===== src/rtl/video_sig_recover.sv =====
// video_sig_recover
//   Capture-side timing recovery. Measures line/frame geometry from a raw
//   h_sync / v_sync / active_draw stream, regenerates h_count / v_count
//   aligned to the first active pixel, and reports lock and timing errors.
//   All raster outputs trail the input stream by exactly two clocks.
//
//   Optional feature macro: VIDEO_SIG_RECOVER_FRAME_CNT_EN
//     When defined, adds parameter FPS and output frame_count[5:0], a
//     counter of locked frames that wraps at FPS and clears while unlocked.
//
//   Overflow is taken from the measurement counters: pixels since the last
//   h_sync rise and lines since the last v_sync rise. The output h_count
//   naturally runs long through vertical blanking, where it saturates
//   quietly, so it is not an error source on its own.
module video_sig_recover #(
  parameter int MAX_H_PIXELS = 2048,
  parameter int MAX_LINES    = 1024,
  parameter int LOCK_FRAMES  = 2,
`ifdef VIDEO_SIG_RECOVER_FRAME_CNT_EN
  parameter int FPS          = 60,
`endif
  localparam int H_W = $clog2(MAX_H_PIXELS),
  localparam int V_W = $clog2(MAX_LINES)
) (
  input  logic           pixel_clk,
  input  logic           rst_n,
  input  logic           h_sync_in,
  input  logic           v_sync_in,
  input  logic           active_draw_in,
  output logic [H_W-1:0] h_count,
  output logic [V_W-1:0] v_count,
  output logic           active_draw,
  output logic           locked,
  output logic           new_frame,
  output logic           timing_err,
  output logic [H_W-1:0] meas_h_total,
  output logic [H_W-1:0] meas_h_active,
  output logic [V_W-1:0] meas_v_total,
  output logic [V_W-1:0] meas_v_active
`ifdef VIDEO_SIG_RECOVER_FRAME_CNT_EN
  ,
  output logic [5:0]     frame_count
`endif
);

  typedef enum logic [1:0] {
    ST_SEARCH,
    ST_MEASURE,
    ST_VERIFY,
    ST_LOCKED
  } state_t;

  localparam logic [H_W-1:0] H_SAT  = H_W'(MAX_H_PIXELS - 1);
  localparam logic [V_W-1:0] V_SAT  = V_W'(MAX_LINES - 1);
  localparam logic [3:0]     LOCK_N = 4'(LOCK_FRAMES);

  // input stage and edge detect
  logic r_hs_d, r_vs_d, r_ad_d;
  logic r_hs_q, r_vs_q, r_ad_q;
  logic w_hs_rise, w_vs_rise, w_ad_rise, w_ad_fall;

  // recovered raster
  logic [H_W-1:0] r_h_cnt;
  logic [V_W-1:0] r_v_cnt;
  logic           r_v_first;
  logic           r_ad_out;
  logic           w_v_load;

  // measurement counters and latched results
  logic [H_W-1:0] r_ht_cnt, r_ha_cnt;
  logic [V_W-1:0] r_vt_cnt, r_va_cnt;
  logic [H_W-1:0] r_meas_ht, r_meas_ha;
  logic [V_W-1:0] r_meas_vt, r_meas_va;
  logic [H_W-1:0] w_ht_nx, w_ha_nx;
  logic [V_W-1:0] w_vt_nx, w_va_nx, w_vt_inc;

  // lock tracking
  state_t         r_state, w_state_nx;
  logic [3:0]     r_match, w_match_nx;
  logic [H_W-1:0] r_ref_ht, r_ref_ha;
  logic [V_W-1:0] r_ref_vt, r_ref_va;
  logic           w_ref_ld, w_lose, w_frame_ok;
  logic           w_ovf_h, w_ovf_v, w_ovf;
  logic           r_locked, r_terr, r_nf;

  // Register the raw inputs once and keep the previous sample for edges
  always_ff @(posedge pixel_clk or negedge rst_n) begin
    if (!rst_n) begin
      r_hs_d <= 1'b0;
      r_vs_d <= 1'b0;
      r_ad_d <= 1'b0;
      r_hs_q <= 1'b0;
      r_vs_q <= 1'b0;
      r_ad_q <= 1'b0;
    end else begin
      r_hs_d <= h_sync_in;
      r_vs_d <= v_sync_in;
      r_ad_d <= active_draw_in;
      r_hs_q <= r_hs_d;
      r_vs_q <= r_vs_d;
      r_ad_q <= r_ad_d;
    end
  end

  assign w_hs_rise = r_hs_d & ~r_hs_q;
  assign w_vs_rise = r_vs_d & ~r_vs_q;
  assign w_ad_rise = r_ad_d & ~r_ad_q;
  assign w_ad_fall = ~r_ad_d & r_ad_q;

  // An active rise coincident with a v_sync rise opens the new frame
  assign w_v_load = w_ad_rise & (r_v_first | w_vs_rise);

  // Recovered h/v position, registered alongside the delayed active_draw
  always_ff @(posedge pixel_clk or negedge rst_n) begin
    if (!rst_n) begin
      r_h_cnt   <= '0;
      r_v_cnt   <= '0;
      r_v_first <= 1'b0;
      r_ad_out  <= 1'b0;
    end else begin
      r_ad_out <= r_ad_d;
      if (w_ad_rise)
        r_h_cnt <= '0;
      else if (r_h_cnt != H_SAT)
        r_h_cnt <= r_h_cnt + H_W'(1);
      if (w_ad_rise)
        r_v_first <= 1'b0;
      else if (w_vs_rise)
        r_v_first <= 1'b1;
      if (w_v_load)
        r_v_cnt <= '0;
      else if (w_ad_rise && (r_v_cnt != V_SAT))
        r_v_cnt <= r_v_cnt + V_W'(1);
    end
  end

  // The coincident h_sync rise is counted into the frame that is closing
  assign w_vt_inc = (w_hs_rise && (r_vt_cnt != V_SAT)) ? r_vt_cnt + V_W'(1) : r_vt_cnt;

  // Values the meas_* registers take this cycle; the FSM compares these
  assign w_ht_nx = w_hs_rise ? r_ht_cnt : r_meas_ht;
  assign w_ha_nx = w_ad_fall ? r_ha_cnt : r_meas_ha;
  assign w_vt_nx = w_vs_rise ? w_vt_inc : r_meas_vt;
  assign w_va_nx = w_vs_rise ? r_va_cnt : r_meas_va;

  // Geometry counters, restarted on their own edges and saturating
  always_ff @(posedge pixel_clk or negedge rst_n) begin
    if (!rst_n) begin
      r_ht_cnt <= '0;
      r_ha_cnt <= '0;
      r_vt_cnt <= '0;
      r_va_cnt <= '0;
    end else begin
      if (w_hs_rise)
        r_ht_cnt <= H_W'(1);
      else if (r_ht_cnt != H_SAT)
        r_ht_cnt <= r_ht_cnt + H_W'(1);
      if (w_ad_rise)
        r_ha_cnt <= H_W'(1);
      else if (r_ad_d && (r_ha_cnt != H_SAT))
        r_ha_cnt <= r_ha_cnt + H_W'(1);
      if (w_vs_rise)
        r_vt_cnt <= '0;
      else
        r_vt_cnt <= w_vt_inc;
      if (w_vs_rise)
        r_va_cnt <= w_ad_rise ? V_W'(1) : '0;
      else if (w_ad_rise && (r_va_cnt != V_SAT))
        r_va_cnt <= r_va_cnt + V_W'(1);
    end
  end

  // Latch measurements on their edges; held otherwise
  always_ff @(posedge pixel_clk or negedge rst_n) begin
    if (!rst_n) begin
      r_meas_ht <= '0;
      r_meas_ha <= '0;
      r_meas_vt <= '0;
      r_meas_va <= '0;
    end else begin
      r_meas_ht <= w_ht_nx;
      r_meas_ha <= w_ha_nx;
      r_meas_vt <= w_vt_nx;
      r_meas_va <= w_va_nx;
    end
  end

  // Saturation is flagged once, on the clock the counter reaches the top
  assign w_ovf_h = ~w_hs_rise & (r_ht_cnt == H_SAT - H_W'(1));
  assign w_ovf_v = ~w_vs_rise & w_hs_rise & (r_vt_cnt == V_SAT - V_W'(1));
  assign w_ovf   = w_ovf_h | w_ovf_v;

  assign w_frame_ok = (w_ht_nx == r_ref_ht) && (w_ha_nx == r_ref_ha) &&
                      (w_vt_nx == r_ref_vt) && (w_va_nx == r_ref_va);

  // Lock FSM: next state, reference load and loss-of-lock decisions
  always_comb begin
    w_state_nx = r_state;
    w_match_nx = r_match;
    w_ref_ld   = 1'b0;
    w_lose     = 1'b0;
    case (r_state)
      ST_SEARCH: begin
        if (w_vs_rise)
          w_state_nx = ST_MEASURE;
      end
      ST_MEASURE: begin
        if (w_vs_rise) begin
          w_ref_ld   = 1'b1;
          w_match_nx = '0;
          w_state_nx = ST_VERIFY;
        end
      end
      ST_VERIFY: begin
        if (w_vs_rise) begin
          if (w_frame_ok) begin
            w_match_nx = r_match + 4'd1;
            if ((r_match + 4'd1) >= LOCK_N)
              w_state_nx = ST_LOCKED;
          end else begin
            w_ref_ld   = 1'b1;
            w_match_nx = '0;
          end
        end
      end
      ST_LOCKED: begin
        if ((w_hs_rise && (w_ht_nx != r_ref_ht)) || (w_vs_rise && !w_frame_ok)) begin
          w_lose     = 1'b1;
          w_state_nx = ST_SEARCH;
        end
      end
      default: w_state_nx = ST_SEARCH;
    endcase
    if (w_ovf)
      w_state_nx = ST_SEARCH;
  end

  // Lock FSM registers and the status pulses derived from it
  always_ff @(posedge pixel_clk or negedge rst_n) begin
    if (!rst_n) begin
      r_state  <= ST_SEARCH;
      r_match  <= '0;
      r_ref_ht <= '0;
      r_ref_ha <= '0;
      r_ref_vt <= '0;
      r_ref_va <= '0;
      r_locked <= 1'b0;
      r_terr   <= 1'b0;
      r_nf     <= 1'b0;
    end else begin
      r_state <= w_state_nx;
      r_match <= w_match_nx;
      if (w_ref_ld) begin
        r_ref_ht <= w_ht_nx;
        r_ref_ha <= w_ha_nx;
        r_ref_vt <= w_vt_nx;
        r_ref_va <= w_va_nx;
      end
      r_locked <= (w_state_nx == ST_LOCKED);
      r_terr   <= w_lose | w_ovf;
      r_nf     <= w_v_load & (w_state_nx == ST_LOCKED);
    end
  end

  assign h_count       = r_h_cnt;
  assign v_count       = r_v_cnt;
  assign active_draw   = r_ad_out;
  assign locked        = r_locked;
  assign new_frame     = r_nf;
  assign timing_err    = r_terr;
  assign meas_h_total  = r_meas_ht;
  assign meas_h_active = r_meas_ha;
  assign meas_v_total  = r_meas_vt;
  assign meas_v_active = r_meas_va;

`ifdef VIDEO_SIG_RECOVER_FRAME_CNT_EN
  logic [5:0] r_fcnt;

  // Count locked frames, step the clock after each new_frame pulse
  always_ff @(posedge pixel_clk or negedge rst_n) begin
    if (!rst_n)
      r_fcnt <= '0;
    else if (!r_locked)
      r_fcnt <= '0;
    else if (r_nf)
      r_fcnt <= (r_fcnt == 6'(FPS - 1)) ? 6'd0 : r_fcnt + 6'd1;
  end

  assign frame_count = r_fcnt;
`endif

endmodule


===== config.mk =====
export PLATFORM = sky130hd
export DESIGN_NAME = video_sig_recover
export DESIGN_NICKNAME = d
export VERILOG_FILES = /design/src/rtl/video_sig_recover.sv
export SDC_FILE = /design/constraint.sdc
export NUM_CORES = 1
export LEC_CHECK = 0
export ABC_AREA = 1
export BUFFER_PORTS_ARGS = -buffer_cell sky130_fd_sc_hd__buf_2
export CAP_MARGIN = 20
export CORE_AREA = 4 4 134 136
export DETAILED_ROUTE_END_ITERATION = 12
export DIE_AREA = 0 0 138 140
export GPL_ROUTABILITY_DRIVEN = 0
export GPL_TIMING_DRIVEN = 0
export PLACE_DENSITY = 0.7
export SYNTH_ARGS = -nofsm -noshare
export SYNTH_HDL_FRONTEND = slang
export SYNTH_SLANG_ARGS = --single-unit
export TNS_END_PERCENT = 30

===== constraint.sdc =====
create_clock -name pixel_clk -period 3.7 [get_ports pixel_clk]
set_clock_uncertainty 0.05 [all_clocks]
set_input_delay 0 -clock pixel_clk [delete_from_list [all_inputs] [get_ports pixel_clk]]
set_output_delay 0 -clock pixel_clk [all_outputs]
set_load 0.01 [all_outputs]

* Word-level counts from Yosys, hierarchy flattened
Cells that the tools add are included.
** Word-level totals
- Output and inout port bits :: 67
- Bits in latches :: 0
- Memories kept :: 0
- RAM bits :: 0
- Bits in read-only memories :: 0
- Input bits :: 5
- Word-level logic and storage cells :: 128
- Bits in registers :: 163
** Cells by class
- Reductions and logical operators :: 20
- Eq/ne operators :: 19
- Add/subtract/negate cells :: 7
- Magnitude comparators :: 1
- Muxes and demuxes :: 37
- Divide/modulo/power cells :: 0
- Bitwise logic cells :: 18
- Multipliers :: 0
- Shift operators :: 0
** Operator list (count)
- 2-to-1 mux 11 bit :: 8
- 2-to-1 mux 10 bit :: 8
- adder 11 x 1 -> 11 bit, second input constant :: 3
- != test 11 bit, second input constant :: 3
- adder 10 x 1 -> 10 bit, second input constant :: 3
- != test 10 bit, second input constant :: 3
- equality test 11 bit :: 2
- equality test 10 bit :: 2
- 2-to-1 mux 2 bit :: 7
- nonzero test 2 bit :: 7
- 2-to-1 mux 4 bit :: 3
- equality test 11 bit, second input constant :: 1
- != test 11 bit :: 1
- equality test 10 bit, second input constant :: 1
- AND 1 bit :: 9
- logical AND 1 bit :: 9
- 2-to-1 mux 1 bit :: 8
- one-hot mux 2 bit (4 select lines) :: 1
- one-hot mux 4 bit (2 select lines) :: 1
- equality test 2 bit, second input constant :: 3
- NOT 1 bit :: 6
- adder 4 x 1 -> 4 bit, second input constant :: 1
- >= comparator 4 x 2 -> 1 bit, second input constant :: 1
- != test 2 bit, second input constant :: 2
- other kinds (7) :: 9

* Depth between registers and ports, before layout
- Depth in word-level cells :: 16
- Gate-level depth with buffers :: 20
- Mapped depth without buffers :: 20

* Least setup slack after synthesis
Ideal clock, no wire load.
- Path kind :: reg2reg
- From :: reg r_vt_cnt[0]
- To :: reg r_ref_vt[0]
- Path buffers :: 2
- Data arrival time :: 2165 ps
- Stages on the path, launching flop included :: 19
- Data required time :: 3533 ps
- Clock period less this slack :: 2333 ps
- Slack :: 1367 ps
- Setup time :: 117 ps
- Cells stage by stage :: dfrtp_1 ha_1 inv_1 nor2_2 nand3_4 buf_6 nand3_1 nand2_1 nand3_1 nand3_1 nand2_1 nand3_2 nor2_2 nand3_1 nand2_2 inv_4 buf_6 nand2_1 o21ai_2
** Between the ends
- Cells in the longest elaborated chain, start to end :: 10
- Elaborated cells between the ends (all ways) :: 11
- Classes of those cells :: add/sub: 1; eq/ne: 2; mux: 5; reduce/logical: 3
** RTL lines
- start, declared :: line 71 : logic [V_W-1:0] r_vt_cnt, r_va_cnt;
- start signal, assigned :: line 165 : r_vt_cnt <= w_vt_inc;
- branches (longest 2 deep; another with adder 10 x 1 -> 10 bit)
- 2-to-1 mux 10 bit (*) :: line 138 : assign w_vt_inc = (w_hs_rise && (r_vt_cnt != V_SAT)) ? r_vt_cnt + V_W'(1) : r_vt_cnt;
- 2-to-1 mux 10 bit (*) :: line 143 : assign w_vt_nx = w_vs_rise ? w_vt_inc : r_meas_vt;
- equality test 10 bit :: line 194 : (w_vt_nx == r_ref_vt) && (w_va_nx == r_ref_va);
- logical AND 1 bit :: line 193 : assign w_frame_ok = (w_ht_nx == r_ref_ht) && (w_ha_nx == r_ref_ha) &&
- logical AND 1 bit :: line 194
- 2-to-1 mux 1 bit :: line 216 : if (w_frame_ok) begin
- 2-to-1 mux 1 bit :: line 215 : if (w_vs_rise) begin
- one-hot mux 1 bit (2 select lines) :: line 202 : case (r_state)
- end signal, assigned :: line 256 : r_ref_vt <= w_vt_nx;
- end, declared :: line 81 : logic [V_W-1:0] r_ref_vt, r_ref_va;
Every way passes the cells marked *.
A chain may end at the register's enable or synchronous reset.

* Final worst setup path
- From :: reg r_vt_cnt[0]
- To :: reg r_ref_ha[3]
** Between the ends
- Cells in the longest elaborated chain, start to end :: 10
- Elaborated cells between the ends (all ways) :: 11
- Classes of those cells :: add/sub: 1; eq/ne: 2; mux: 5; reduce/logical: 3
** RTL lines
- branches (longest 2 deep; another with adder 10 x 1 -> 10 bit)
- 2-to-1 mux 10 bit (*) :: line 138
- 2-to-1 mux 10 bit (*) :: line 143
- named net w_vt_nx[4] :: line 75 : logic [V_W-1:0] w_vt_nx, w_va_nx, w_vt_inc;
- equality test 10 bit (*) :: line 194
- logical AND 1 bit (*) :: line 193
- logical AND 1 bit (*) :: line 194
- 2-to-1 mux 1 bit (*) :: line 216
- 2-to-1 mux 1 bit (*) :: line 215
- one-hot mux 1 bit (2 select lines) (*) :: line 202
- end signal, assigned :: line 255 : r_ref_ha <= w_ha_nx;
- end, declared :: line 80 : logic [H_W-1:0] r_ref_ht, r_ref_ha;
Mark *: on every way through the listed nets, which the timed path passes.

==> summary.txt <==
Synth
  • Library cells used by synthesis: 48
  • Syn Inst Count: 1037
  • Cell Area, Synth: 8550 sq um
  • Sequential share of the synthesized area: 47.7%
  • Syn_area_per_cell: 8.25 sq um
  • Async set or reset register ratio after synthesis: 100%
  • Ys Warns: 0
  • Number of enable flip-flop cells after synthesis: 0
  • Synth Flop Type: dfrtp_1
  • Seq cells post-synth: 163
  • Post-Syn Nets: 1056

Job
  • Max-cap violation count: 0

Global routing
  • GRT Total Usage: 20.7%
  • Initial antenna violation count: 0
  • Pin count of the biggest net entering global routing: 102
  • First-pass GRT wire length: 32900 microns
  • GR Overflow Total: 0
  • Vias in the first global route: 6824

Power and ir drop
  • Leakage power: 0.00492 uW
  • PwrDens: 504 nW/um^2
  • Peak supply drop: 0.370 mV
  • Tot Pwr: 4950 uW

Routing
  • Vias post-DR: 7010
  • Top Metal Used: met4
  • Via-to-Cell Ratio: 5.12
  • DRC: 0
  • WL per Instance: 14.2 microns
  • Met2 WL: 9210 microns
  • Wl on met1: 9100 microns
  • Antenna-violating nets left: 0
  • Pre-antenna DRT Iters: 5
  • Drt initial violations: 444
  • Routed wl met3: 773 microns
  • Drt total wl: 19500 microns

Die
  • Die extent in y: 140 microns
  • Total die area: 19300 sq um
  • Rows: 48
  • Die X: 138 microns
  • Core box area: 16900 sq um
  • Starting Density: 50.5%
  • I/O pins: 72

Setup path
  • Worst setup SP type: flop
  • CP arrival: 3.05 ns
  • Critical path class: flop to flop
  • RR Startpoint: r_vt_cnt[0]$_DFF_PN0_
  • CP Launch Point: r_vt_cnt[0]$_DFF_PN0_
  • Critical path fanouts, max: 10
  • Critical Path RT: 3.97 ns
  • Critical Path End Type: flop

Cells and area
  • Share of cells above drive strength 1: 20.7%
  • Final nets: 1151
  • Most frequent cells in the layout: nand2_1 (288), dfrtp_1 (163), inv_1 (142)
  • Most common cell after layout, fill and taps aside: nand2_1
  • Diode count: 0
  • Final core utilization: 58.0%
  • Layout area overhead: 14.8%

Timing
  • Final WS setup: 0.917 ns
  • # setup viols final: 0
  • Max-slew violations: 0
  • Fin crit period: 2.78 ns
  • RSZ-0062 raised after global routing: no
  • Rel. slew slack: 61.8%
  • Worst hold slack: 0.0458 ns
  • Fmax: 359 MHz
  • Final hold vios: 0
  • Tcrit/Tclk final: 75.2%
  • Least-Margin Pin Slew: 0.567 ns

Run status
  • Status: completed

Clocking
  • CTS Root Cell: clkbuf_16
  • Clock buffer depth: 2
  • CTS buffer count: 17
  • Worst-Skew Late Latency: 0.43 ns
  • CTS tree: built
  • CTS H-tree lvls: 4
  • CTS resizes: 0
  • Clock Sinks: 163
  • Clock Pin Slew Worst Setup and Hold Paths: 0.06 ns
  • Post-CTS Setup Inserts: 0

Place
  • Pre-CTS setup slack: 0.963 ns
  • Port Buffer Count: 71
  • DP HPWL: 14000 microns

Worst hold path
  • Hold crit path type: input pin to async pin
kinds of logic (layout without fill, tap and decap cells):
kind of cell,count (synthesis),count (layout),share of synthesized area [%]
AND/OR/NAND/NOR,533,533,28.3
buffers and inverters,176,282,9.36
flip-flops,163,163,47.7
AO/OA/AOI/OAI,145,145,12.0
adder cells (fa/ha/maj),14,14,2.05
XOR/XNOR,6,6,0.614
state kept, by name (all words and copies together) (netlist names), 2 cells and up:
name	cells
h_count	11
meas_h_active	11
meas_h_total	11
meas_v_active	10
meas_v_total	10
r_ha_cnt	11
r_ht_cnt	11
r_match	4
r_ref_ha	11
r_ref_ht	11
r_ref_va	10
r_ref_vt	10
r_state	2
r_va_cnt	10
r_vt_cnt	10
v_count	10
Yosys cell counts, types with 2 or more instances:
cell type  count  share of area [%]
dfrtp_1      163                 48
nor4_1         3               0.22
nor2_4         2               0.26
nor2_2         5               0.37
nand2_4        7               0.92
o31ai_1        5               0.44
ha_1          14                2.0
nand2_1      288                 13
inv_4          2               0.15
nand3_1       90                5.3
nand4_1       10               0.73
xnor2_1        4               0.41
o21ai_0       26                1.5
a211oi_1       6               0.53
o21ai_2       52                5.3
o221a_2        2               0.26
a31oi_1        6               0.44
nor3_1        22                1.3
nand3_2        6               0.70
nor3_2         2               0.23
nor2_1        64                2.8
buf_6         11                1.4
o211ai_1      12                1.1
clkinv_1       2              0.088
inv_2          4               0.18
o32ai_1        2               0.20
nand2_2       27                2.0
buf_4         11               0.97
inv_1        142                6.2
a21oi_1       27                1.6
clkbuf_1       2              0.088
xor2_1         2               0.20
layer usage:
| layer | up-vias | global-route usage, % |
|---|---|---|
| li1 | 3545 | - |
| met1 | 3305 | 27.2 |
| met2 | 129 | 33.7 |
| met3 | 31 | 4.71 |
| met4 | 0 | 7.80 |
| met5 | - | 0 |
worst paths after layout:
check | to | slack, ns | cells past startpoint
setup / recovery | r_ref_ha[3]$_DFFE_PN0P_ | 0.92 | 19
hold / removal | r_ref_ht[8]$_DFFE_PN0P_ | 0.05 | 2
setup reg to reg | r_ref_ha[3]$_DFFE_PN0P_ | 0.92 | 19
hold reg to reg | r_hs_q$_DFF_PN0_ | 0.38 | 0
max in group asynchronous | r_va_cnt[1]$_DFFE_PN0P_ | 2.70 | 3
min in group pixel_clk | r_ad_d$_DFF_PN0_ | 0.17 | 2
layout make-up:
class / instances / area (sq um)
Sequential cell: 163 / 4080
Timing Repair Buffer: 76 / 433
Buffer: 26 / 233
Clock buffer: 21 / 470
Fill cell: 1511 / 7120
Tap cell: 225 / 282
Clock inverter: 9 / 82.6
Multi-Input combinational cell: 698 / 3670
Inverter: 150 / 568
power breakdown:
part	internal, uW	switching [uW]	leakage [uW]	total (uW)
Combinational	410	733	0.00244	1140
Sequential	1980	140	0.00221	2120
Clock	968	715	0.000271	1680
what timing repair did:
| item | CTS | global route |
|---|---|---|
| hold buffers | 4 | 0 |
| endpoints found under the hold margin | 166 | 0 |
| endpoints found under the setup margin | 0 | 0 |
critical path: stages, from the launching register on:
cell and delay, ns:
dfrtp_1 0.41, ha_1 0.29, inv_1 0.10, nor2_2 0.05, nand3_4 0.12, buf_6 0.17
nand3_2 0.08, nand3_1 0.13, nand2_1 0.11, nand2_1 0.07, nand2_1 0.05, nor2_1 0.14
nand2_1 0.13, nor2_4 0.14, nand3_1 0.09, nand2_2 0.13, inv_4 0.11, buf_6 0.16
nand2_1 0.09, o21ai_2 0.05
metrics by stage:
stage	instances	area [sq um]	setup TNS (ns)
6_report	1368	9820	0
5_1_grt	1368	9820	0
4_1_cts	1368	9820	0
3_5_place_dp	1334	9230	0
3_3_place_gp	1333	9190	-0.243
2_1_floorplan	1037	8550	0
No activity file was read; power rests on OpenSTA's default activity.
